<file path="src/rtl/decoder_rr_arbiter_if.sv">
// Request/grant bundle between the requesters and the round-robin arbiter.
// The arbiter uses the slave modport; the requester side uses master.
interface decoder_rr_arbiter_if;
    logic [3:0] req;
    logic [1:0] grant_num;
    logic       grant_valid;
    logic [3:0] gnt;
    logic       preempt;

    modport master (
        output req,
        input  grant_num,
        input  grant_valid,
        input  gnt,
        input  preempt
    );

    modport slave (
        input  req,
        output grant_num,
        output grant_valid,
        output gnt,
        output preempt
    );
endinterface

</file>
<file path="src/rtl/decoder_rr_arbiter.sv">
// Four-way round-robin arbiter. grant_num drives the 2-to-4 decoder select.
// A hold limit forces rotation when other requesters are waiting.
module decoder_rr_arbiter #(
    parameter int unsigned MAX_HOLD = 8
) (
    input logic                 clk,
    input logic                 rst_n,
    decoder_rr_arbiter_if.slave bus_if
);

    localparam logic [7:0] MAX_HOLD_C = 8'(MAX_HOLD);

    typedef enum logic {
        IDLE  = 1'b0,
        GRANT = 1'b1
    } state_t;

    state_t     state_q, state_d;
    logic [1:0] last_q, last_d;
    logic [7:0] hold_cnt_q, hold_cnt_d;
    logic [1:0] grant_num_q, grant_num_d;
    logic       grant_valid_q, grant_valid_d;
    logic [3:0] gnt_q, gnt_d;
    logic       preempt_q, preempt_d;

    logic [3:0] others;
    logic [1:0] winner;
    logic [1:0] winner_others;

    // First set bit of mask, searching upward from start with wrap.
    function automatic logic [1:0] rr_pick(input logic [3:0] mask, input logic [1:0] start);
        logic [1:0] result;
        logic [1:0] idx;
        logic       found;
        result = start;
        found  = 1'b0;
        for (int unsigned i = 0; i < 4; i++) begin
            idx = start + 2'(i);
            if (!found && mask[idx]) begin
                result = idx;
                found  = 1'b1;
            end
        end
        return result;
    endfunction

    // In GRANT the owner always equals last, so every search starts at last+1.
    assign others        = bus_if.req & ~(4'b0001 << grant_num_q);
    assign winner        = rr_pick(bus_if.req, last_q + 2'd1);
    assign winner_others = rr_pick(others, last_q + 2'd1);

    always_comb begin
        state_d       = state_q;
        last_d        = last_q;
        hold_cnt_d    = hold_cnt_q;
        grant_num_d   = grant_num_q;
        grant_valid_d = grant_valid_q;
        preempt_d     = 1'b0;

        unique case (state_q)
            IDLE: begin
                if (|bus_if.req) begin
                    state_d       = GRANT;
                    grant_num_d   = winner;
                    last_d        = winner;
                    grant_valid_d = 1'b1;
                    hold_cnt_d    = 8'd1;
                end
            end
            GRANT: begin
                if (!bus_if.req[grant_num_q]) begin
                    if (|others) begin
                        grant_num_d = winner_others;
                        last_d      = winner_others;
                        hold_cnt_d  = 8'd1;
                    end else begin
                        state_d       = IDLE;
                        grant_valid_d = 1'b0;
                    end
                end else if ((MAX_HOLD_C != 8'd0) && (hold_cnt_q >= MAX_HOLD_C) && (|others)) begin
                    grant_num_d = winner_others;
                    last_d      = winner_others;
                    hold_cnt_d  = 8'd1;
                    preempt_d   = 1'b1;
                end else if (hold_cnt_q != 8'hFF) begin
                    hold_cnt_d = hold_cnt_q + 8'd1;
                end
            end
            default: state_d = IDLE;
        endcase

        gnt_d = grant_valid_d ? (4'b0001 << grant_num_d) : 4'b0000;
    end

    always_ff @(posedge clk or negedge rst_n) begin
        if (!rst_n) begin
            state_q       <= IDLE;
            last_q        <= 2'd3;
            hold_cnt_q    <= '0;
            grant_num_q   <= '0;
            grant_valid_q <= 1'b0;
            gnt_q         <= '0;
            preempt_q     <= 1'b0;
        end else begin
            state_q       <= state_d;
            last_q        <= last_d;
            hold_cnt_q    <= hold_cnt_d;
            grant_num_q   <= grant_num_d;
            grant_valid_q <= grant_valid_d;
            gnt_q         <= gnt_d;
            preempt_q     <= preempt_d;
        end
    end

    assign bus_if.grant_num   = grant_num_q;
    assign bus_if.grant_valid = grant_valid_q;
    assign bus_if.gnt         = gnt_q;
    assign bus_if.preempt     = preempt_q;

endmodule

</file>
<file path="src/flat_wrapper.sv">
// flat-port wrapper written by rule: the top's interface ports become plain ports
module decoder_rr_arbiter_flat 
#(
    parameter int unsigned MAX_HOLD = 8
)
  (clk, rst_n, bus_if_req, bus_if_grant_num, bus_if_grant_valid, bus_if_gnt, bus_if_preempt);
  decoder_rr_arbiter_if bus_if_i ();
  input logic clk;
  input logic rst_n;
  input wire logic [$bits(bus_if_i.req)-1:0] bus_if_req;
  output wire logic [$bits(bus_if_i.grant_num)-1:0] bus_if_grant_num;
  output wire logic [$bits(bus_if_i.grant_valid)-1:0] bus_if_grant_valid;
  output wire logic [$bits(bus_if_i.gnt)-1:0] bus_if_gnt;
  output wire logic [$bits(bus_if_i.preempt)-1:0] bus_if_preempt;
  assign bus_if_i.req = bus_if_req;
  assign bus_if_grant_num = bus_if_i.grant_num;
  assign bus_if_grant_valid = bus_if_i.grant_valid;
  assign bus_if_gnt = bus_if_i.gnt;
  assign bus_if_preempt = bus_if_i.preempt;
  decoder_rr_arbiter #(.MAX_HOLD(MAX_HOLD)) u_core (.clk(clk), .rst_n(rst_n), .bus_if(bus_if_i));
endmodule
</file>
<file path="config.mk">
export PLATFORM = sky130hd
export DESIGN_NAME = decoder_rr_arbiter_flat
export DESIGN_NICKNAME = d
export VERILOG_FILES = /design/src/rtl/decoder_rr_arbiter_if.sv /design/src/rtl/decoder_rr_arbiter.sv /design/src/flat_wrapper.sv
export SDC_FILE = /design/constraint.sdc
export NUM_CORES = 1
export LEC_CHECK = 0
export CORE_MARGIN = 2
export CORE_UTILIZATION = 40
export CTS_CLUSTER_DIAMETER = 30
export CTS_CLUSTER_SIZE = 8
export DETAILED_ROUTE_END_ITERATION = 16
export GPL_TIMING_DRIVEN = 0
export HOLD_SLACK_MARGIN = 0.06
export SKIP_LAST_GASP = 1
export SLEW_MARGIN = 5
export SYNTH_ARGS = -nofsm -noshare
export SYNTH_HDL_FRONTEND = slang
export SYNTH_SLANG_ARGS = --single-unit
</file>
<file path="constraint.sdc">
create_clock -name clk -period 2.59 [get_ports clk]
set_input_delay 0.6475 -clock clk [delete_from_list [all_inputs] [get_ports clk]]
set_output_delay 0.6475 -clock clk [all_outputs]
set_load 0.01 [all_outputs]
</file>
Word-level counts from Yosys, hierarchy flattened
Cells that the tools add are included.
{"block": "word_totals", "reg_bits": 19, "inputBits": 6, "out_inout_bits": 8}
{"block": "classes", "addsub": 5, "order_cmp": 6, "eq_ne": 5, "shifts": 2, "n_mux": 58, "bitwise_logic": 3, "n_reduce_logical": 17}
{"op": "$mux 8", "count": 5}
{"op": "$mux 2", "count": 14}
{"op": "$mux 1", "count": 24}
{"op": "$bmux 1 s2", "count": 9}
{"op": "$pmux 8 s2", "count": 1}
{"op": "$lt 2x3->1 const B", "count": 5}
{"op": "$add 8x1->8 const B", "count": 1}
{"op": "$ge 8x4->1 const B", "count": 1}
{"op": "$ne 8x8->1 const B", "count": 1}
{"op": "$pmux 2 s2", "count": 2}
{"op": "$reduce_or 4->1", "count": 2}
{"op": "$shl 1x2->4 const A", "count": 2}
{"op": "$logic_and 1x1->1", "count": 7}
{"op": "$logic_not 1->1", "count": 6}
{"op": "$ne 3x3->1 const B", "count": 2}
{"op": "$reduce_and 3->1", "count": 2}
{"op": "$add 2x1->2 const B", "count": 2}
{"op": "$add 2x2->2 const B", "count": 2}
{"op": "$and 4x4->4", "count": 1}
{"op": "$mux 4", "count": 1}
{"op": "$ne 4x4->1 const B", "count": 1}
{"op": "$not 4->4", "count": 1}
{"op": "$pmux 1 s2", "count": 2}
{"op": "$ne 2x1->1 const B", "count": 1}
{"op": "$not 1->1", "count": 1}

Longest topological paths before layout
{"block": "logic_depth", "word_depth": 20, "mapped_depth": 9, "ltp_nobuf": 8}

Worst setup path before layout
OpenSTA, ideal clock, no wires.
{"block": "synth_path", "kind": "in2reg", "startpoint": "input bus_if_req[3]", "endpoint": "register u_core.gnt_q[2] (netlist: u_core.bus_if.gnt[2])", "setup_ns": 0.069, "t_arrival_ns": 2.237, "setup_slack_ns": 0.284, "path_stages": 6, "n_path_buf": 0, "path_cell_list": "mux4_2 a31o_1 or3_4 o221a_4 nand2b_4 nor2b_2"}
{"block": "synth_between", "elab_chain_cells": 18}
{"element": "start: declaration", "line": "flat_wrapper.sv:10", "rtl": "input wire logic [$bits(bus_if_i.req)-1:0] bus_if_req;"}
{"element": "$and 4x4->4", "line": "decoder_rr_arbiter.sv:48", "rtl": "assign others = bus_if.req & ~(4'b0001 << grant_num_q);"}
{"element": "$bmux 1 s2", "line": "decoder_rr_arbiter.sv:39", "rtl": "if (!found && mask[idx]) begin"}
{"element": "$mux 1 (not written as such)", "line": "decoder_rr_arbiter.sv:39"}
{"element": "$mux 1", "line": "decoder_rr_arbiter.sv:39"}
{"element": "$logic_not 1->1", "line": "decoder_rr_arbiter.sv:39"}
{"element": "$logic_and 1x1->1", "line": "decoder_rr_arbiter.sv:39"}
{"element": "$mux 1", "line": "decoder_rr_arbiter.sv:39"}
{"element": "$logic_not 1->1", "line": "decoder_rr_arbiter.sv:39"}
{"element": "[... 4 more ...]"}
{"element": "$mux 2", "line": "decoder_rr_arbiter.sv:39"}
{"element": "$mux 2 (on tied branches)", "line": "decoder_rr_arbiter.sv:72, decoder_rr_arbiter.sv:80"}
{"element": "$mux 2", "line": "decoder_rr_arbiter.sv:71", "rtl": "if (!bus_if.req[grant_num_q]) begin"}
{"element": "$pmux 2 s2 (*)", "line": "decoder_rr_arbiter.sv:60", "rtl": "unique case (state_q)"}
{"element": "via u_core.grant_num_d[0]", "line": "decoder_rr_arbiter.sv:21", "rtl": "logic [1:0] grant_num_q, grant_num_d;"}
{"element": "$shl 1x2->4 (*)", "line": "decoder_rr_arbiter.sv:92", "rtl": "gnt_d = grant_valid_d ? (4'b0001 << grant_num_d) : 4'b0000;"}
{"element": "$mux 4 (*)", "line": "decoder_rr_arbiter.sv:92"}
{"element": "via u_core.gnt_d[2]", "line": "decoder_rr_arbiter.sv:23", "rtl": "logic [3:0] gnt_q, gnt_d;"}
{"element": "end signal: assignment", "line": "decoder_rr_arbiter.sv:110", "rtl": "gnt_q <= gnt_d;"}
{"element": "end: declaration", "line": "decoder_rr_arbiter.sv:23"}
Mark *: on every way through the listed nets, which the timed path passes. The rest lies on a longest branch. The select of a mux whose other input is x is not followed.
A chain may end at the register's enable or synchronous reset.

Worst setup path in the final report
{"block": "layout_path", "startpoint": "input bus_if_req[2]", "endpoint": "register u_core.gnt_q[2] (netlist: u_core.bus_if.gnt[2])"}
Same word-level chain as after synthesis.

==> impl_metrics.json <==
{
  "hp-start": "u_core.hold_cnt_q[2]$_DFFE_PN0P_",
  "worst-path-buf-inv": 1,
  "drt-initial-drc-count": 44,
  "max-clock-path-buffers": 2,
  "overflow": 0,
  "async_reset_ff_frac": 1.00,
  "num_rows": 20,
  "finalSetupViolCount": 0,
  "seq_area_frac_synth": 0.368,
  "totalWireLength_mm": 2.89,
  "leakage_nw": 0.638,
  "htreeDepth": 1,
  "cts_made_buffers": 3,
  "tightest_slew_ps": 834,
  "synth_cell_types": 61,
  "final_common_cell": "dfrtp_1",
  "timing.slew.headroom": 0.442,
  "drc_errors": 0,
  "port_buffers": 13,
  "fp.dieH_um": 61.0,
  "finalHoldViolCount": 0,
  "synth-edff-count": 0,
  "final_cell_mix": "dfrtp_1, clkdlybuf4s50_1, nand2_1",
  "powerDensity_nw_per_um2": 977,
  "gp_congestion": 0.838,
  "track_usage": 0.173,
  "critPathKind": "in -> reg",
  "clock_skew_ps": 8.70,
  "cts_tree": "done",
  "fillers": 297,
  "dieArea_sq_um": 3720,
  "placed_cell_area_sq_um": 1490,
  "reg2reg_slack_ps": 380,
  "max_stage_delay_ps": 510,
  "worst-endpoint-required_ps": 2830,
  "crit_path_cell_trace": "clkdlybuf4s50_1 -> mux4_2 -> a31o_1 -> or3_4 -> o221a_4 -> nand2b_4 -> nor2b_2",
  "dp_hpwl_mm": 2.03,
  "r2r-start": "u_core.bus_if.grant_num[0]$_DFF_PN0_",
  "critPathArrivalTime_ps": 2770,
  "fin_nets": 163,
  "start_kind": "input port",
  "grt_pass1_vias": 1148,
  "area_growth_pct": 21.3,
  "vias_per_cell": 5.72,
  "ir_drop_mv": 0.493,
  "die_x_um": 61.0,
  "firstDrtPassIters": 5,
  "cts_num_sinks": 19,
  "grt_pass1_wl_mm": 4.96,
  "grt.busiest_layer": "met2",
  "cp-startpoint": "bus_if_req[2]",
  "syn_inst": 136,
  "critPathMaxFanout": 4,
  "min_to": "u_core.hold_cnt_q[2]$_DFFE_PN0P_",
  "clk-insertion-delay-late_ps": 300,
  "ys_warn_count": 0,
  "postLayoutCellArea_sq_um": 1580,
  "critPathTopFamily": "simple AND/OR/NAND/NOR gates",
  "antenna_cells": 0,
  "grt_use_met2": 0.280,
  "ant_nets": 0,
  "drive_gt1_frac": 0.214,
  "min_period_over_period": 0.975,
  "core-area_sq_um": 3080,
  "cpMaxStageDelayCell": "mux4_2",
  "power.total_mw": 1.54,
  "routed-via-count": 1133,
  "synth_top_area_share": 0.327,
  "holdPathStages": 1,
  "r2r_cells": 6,
  "grt_use_met3": 0.0420,
  "max_freq_mhz": 396,
  "wl_per_cell_um": 14.6,
  "synth.cell_area_sq_um": 1300,
  "antenna_found_initial": 0,
  "grt_max_degree": 20,
  "root_buffer": "clkbuf_4",
  "path_clk_slew_ps": 110,
  "syn_avg_cell_area_sq_um": 9.56,
  "synth_ff_type": "dfrtp_1",
  "hp-class": "reg -> reg",
  "grt_util_met1": 0.236,
  "syn_nets": 144,
  "cp-end-kind": "register",
  "finalCriticalPeriod_ps": 2520,
  "start_util": 0.422,
  "status": "complete, no violations",
  "yosysTopAreaCell": "dfrtp_1",
  "maxCapViolCount": 0,
  "maxSlewViolCount": 0,
  "timing.rr.end": "u_core.bus_if.gnt[2]$_DFF_PN0_",
  "ys_seq_elements": 19,
  "io_pins": 14,
  "synthTopCellsByArea": "dfrtp_1, dfstp_2, a21oi_1, o21ai_0, nand2_1",
  "cts_hold_buf": 0
}
[worst max-delay path by stage]
stage,endpoint,cells past startpoint
3_3_place_gp,u_core.bus_if.gnt[2]$_DFF_PN0_,9
2_1_floorplan,u_core.bus_if.gnt[2]$_DFF_PN0_,6
5_1_grt,u_core.bus_if.gnt[0]$_DFF_PN0_,7
4_1_cts,u_core.hold_cnt_q[3]$_DFFE_PN0P_,8
3_5_place_dp,u_core.bus_if.gnt[2]$_DFF_PN0_,9
6_report,u_core.bus_if.gnt[2]$_DFF_PN0_,7
[registers in the layout, summed over array words and instances (netlist names)]
name and cells:
u_core.last_q 2, u_core.hold_cnt_q 8, u_core.bus_if.grant_valid 1, u_core.bus_if.grant_num 2, u_core.bus_if.preempt 1, u_core.state_q 1, u_core.bus_if.gnt 4
[cell type report]
| class | instances | area, sq um | share of cell area |
|---|---|---|---|
| Buffer | 8 | 66.3 | 0.0421 |
| Inverter | 7 | 28.8 | 0.0183 |
| Clock buffer | 3 | 22.5 | 0.0143 |
| Timing Repair Buffer | 14 | 138 | 0.0873 |
| Tap cell | 44 | 55.1 | 0.0349 |
| Sequential cell | 19 | 478 | 0.303 |
| Clock inverter | 1 | 5.00 | 0.00317 |
| Multi-Input combinational cell | 102 | 783 | 0.497 |
[where the power goes]
group | internal [mW] | leakage, nW | switching [mW]
Sequential | 0.394 | 0.241 | 0.0578
Combinational | 0.462 | 0.379 | 0.474
Clock | 0.0576 | 0.0177 | 0.0937
[synthesized netlist by cell type, drive strengths merged (2+ instances only)]
master	number
dfrtp	17
nand2	11
a21oi	10
o21ai	10
nor2	9
inv	7
nand2b	7
buf	5
and3	3
clkbuf	3
nor2b	3
o21bai	3
o221ai	3
a22oi	2
a31o	2
dfstp	2
ha	2
maj3	2
nor3	2
nor4	2
o221a	2
or3	2
[layer usage]
layer / up-vias / share of wire
met1: 553 / 0.49
li1: 552 / -
met5: - / 0
met3: 0 / 0.039
met2: 28 / 0.47
met4: 0 / 0
[logic make-up (layout without fill, tap and decap cells)]
logic type / count (synthesis) / count (layout) / share of synthesized area
AND/OR/NAND/NOR: 47 / 47 / 0.214
multiplexers: 3 / 3 / 0.0337
XOR/XNOR: 1 / 1 / 0.00674
buffers and inverters: 15 / 33 / 0.0693
flip-flops: 19 / 19 / 0.368
AO/OA/AOI/OAI: 47 / 47 / 0.274
adder cells (fa/ha/maj): 4 / 4 / 0.0346
[metrics by stage]
stage / hold WS [ps] / util / instances / worst slack [ps] / setup TNS, ps
after CTS: 540 / 0.493 / 197 / 27.1 / 0
after floorplan: 352 / - / 136 / 284 / 0
after global routing: 563 / 0.512 / 198 / -2.00 / -2.80
final: 542 / 0.512 / 198 / 65.3 / 0
after detailed placement: 527 / 0.483 / 193 / -323 / -2970
after global placement: 521 / 0.483 / 193 / -322 / -2920
[repair_timing]
item,in CTS,in global routing
endpoints found under the setup margin,1,9
cloned,0,0
pin swaps,0,1
gates resized for setup,1,8
setup buffers,0,1
Note: power is estimated with default switching activity, not from simulation.
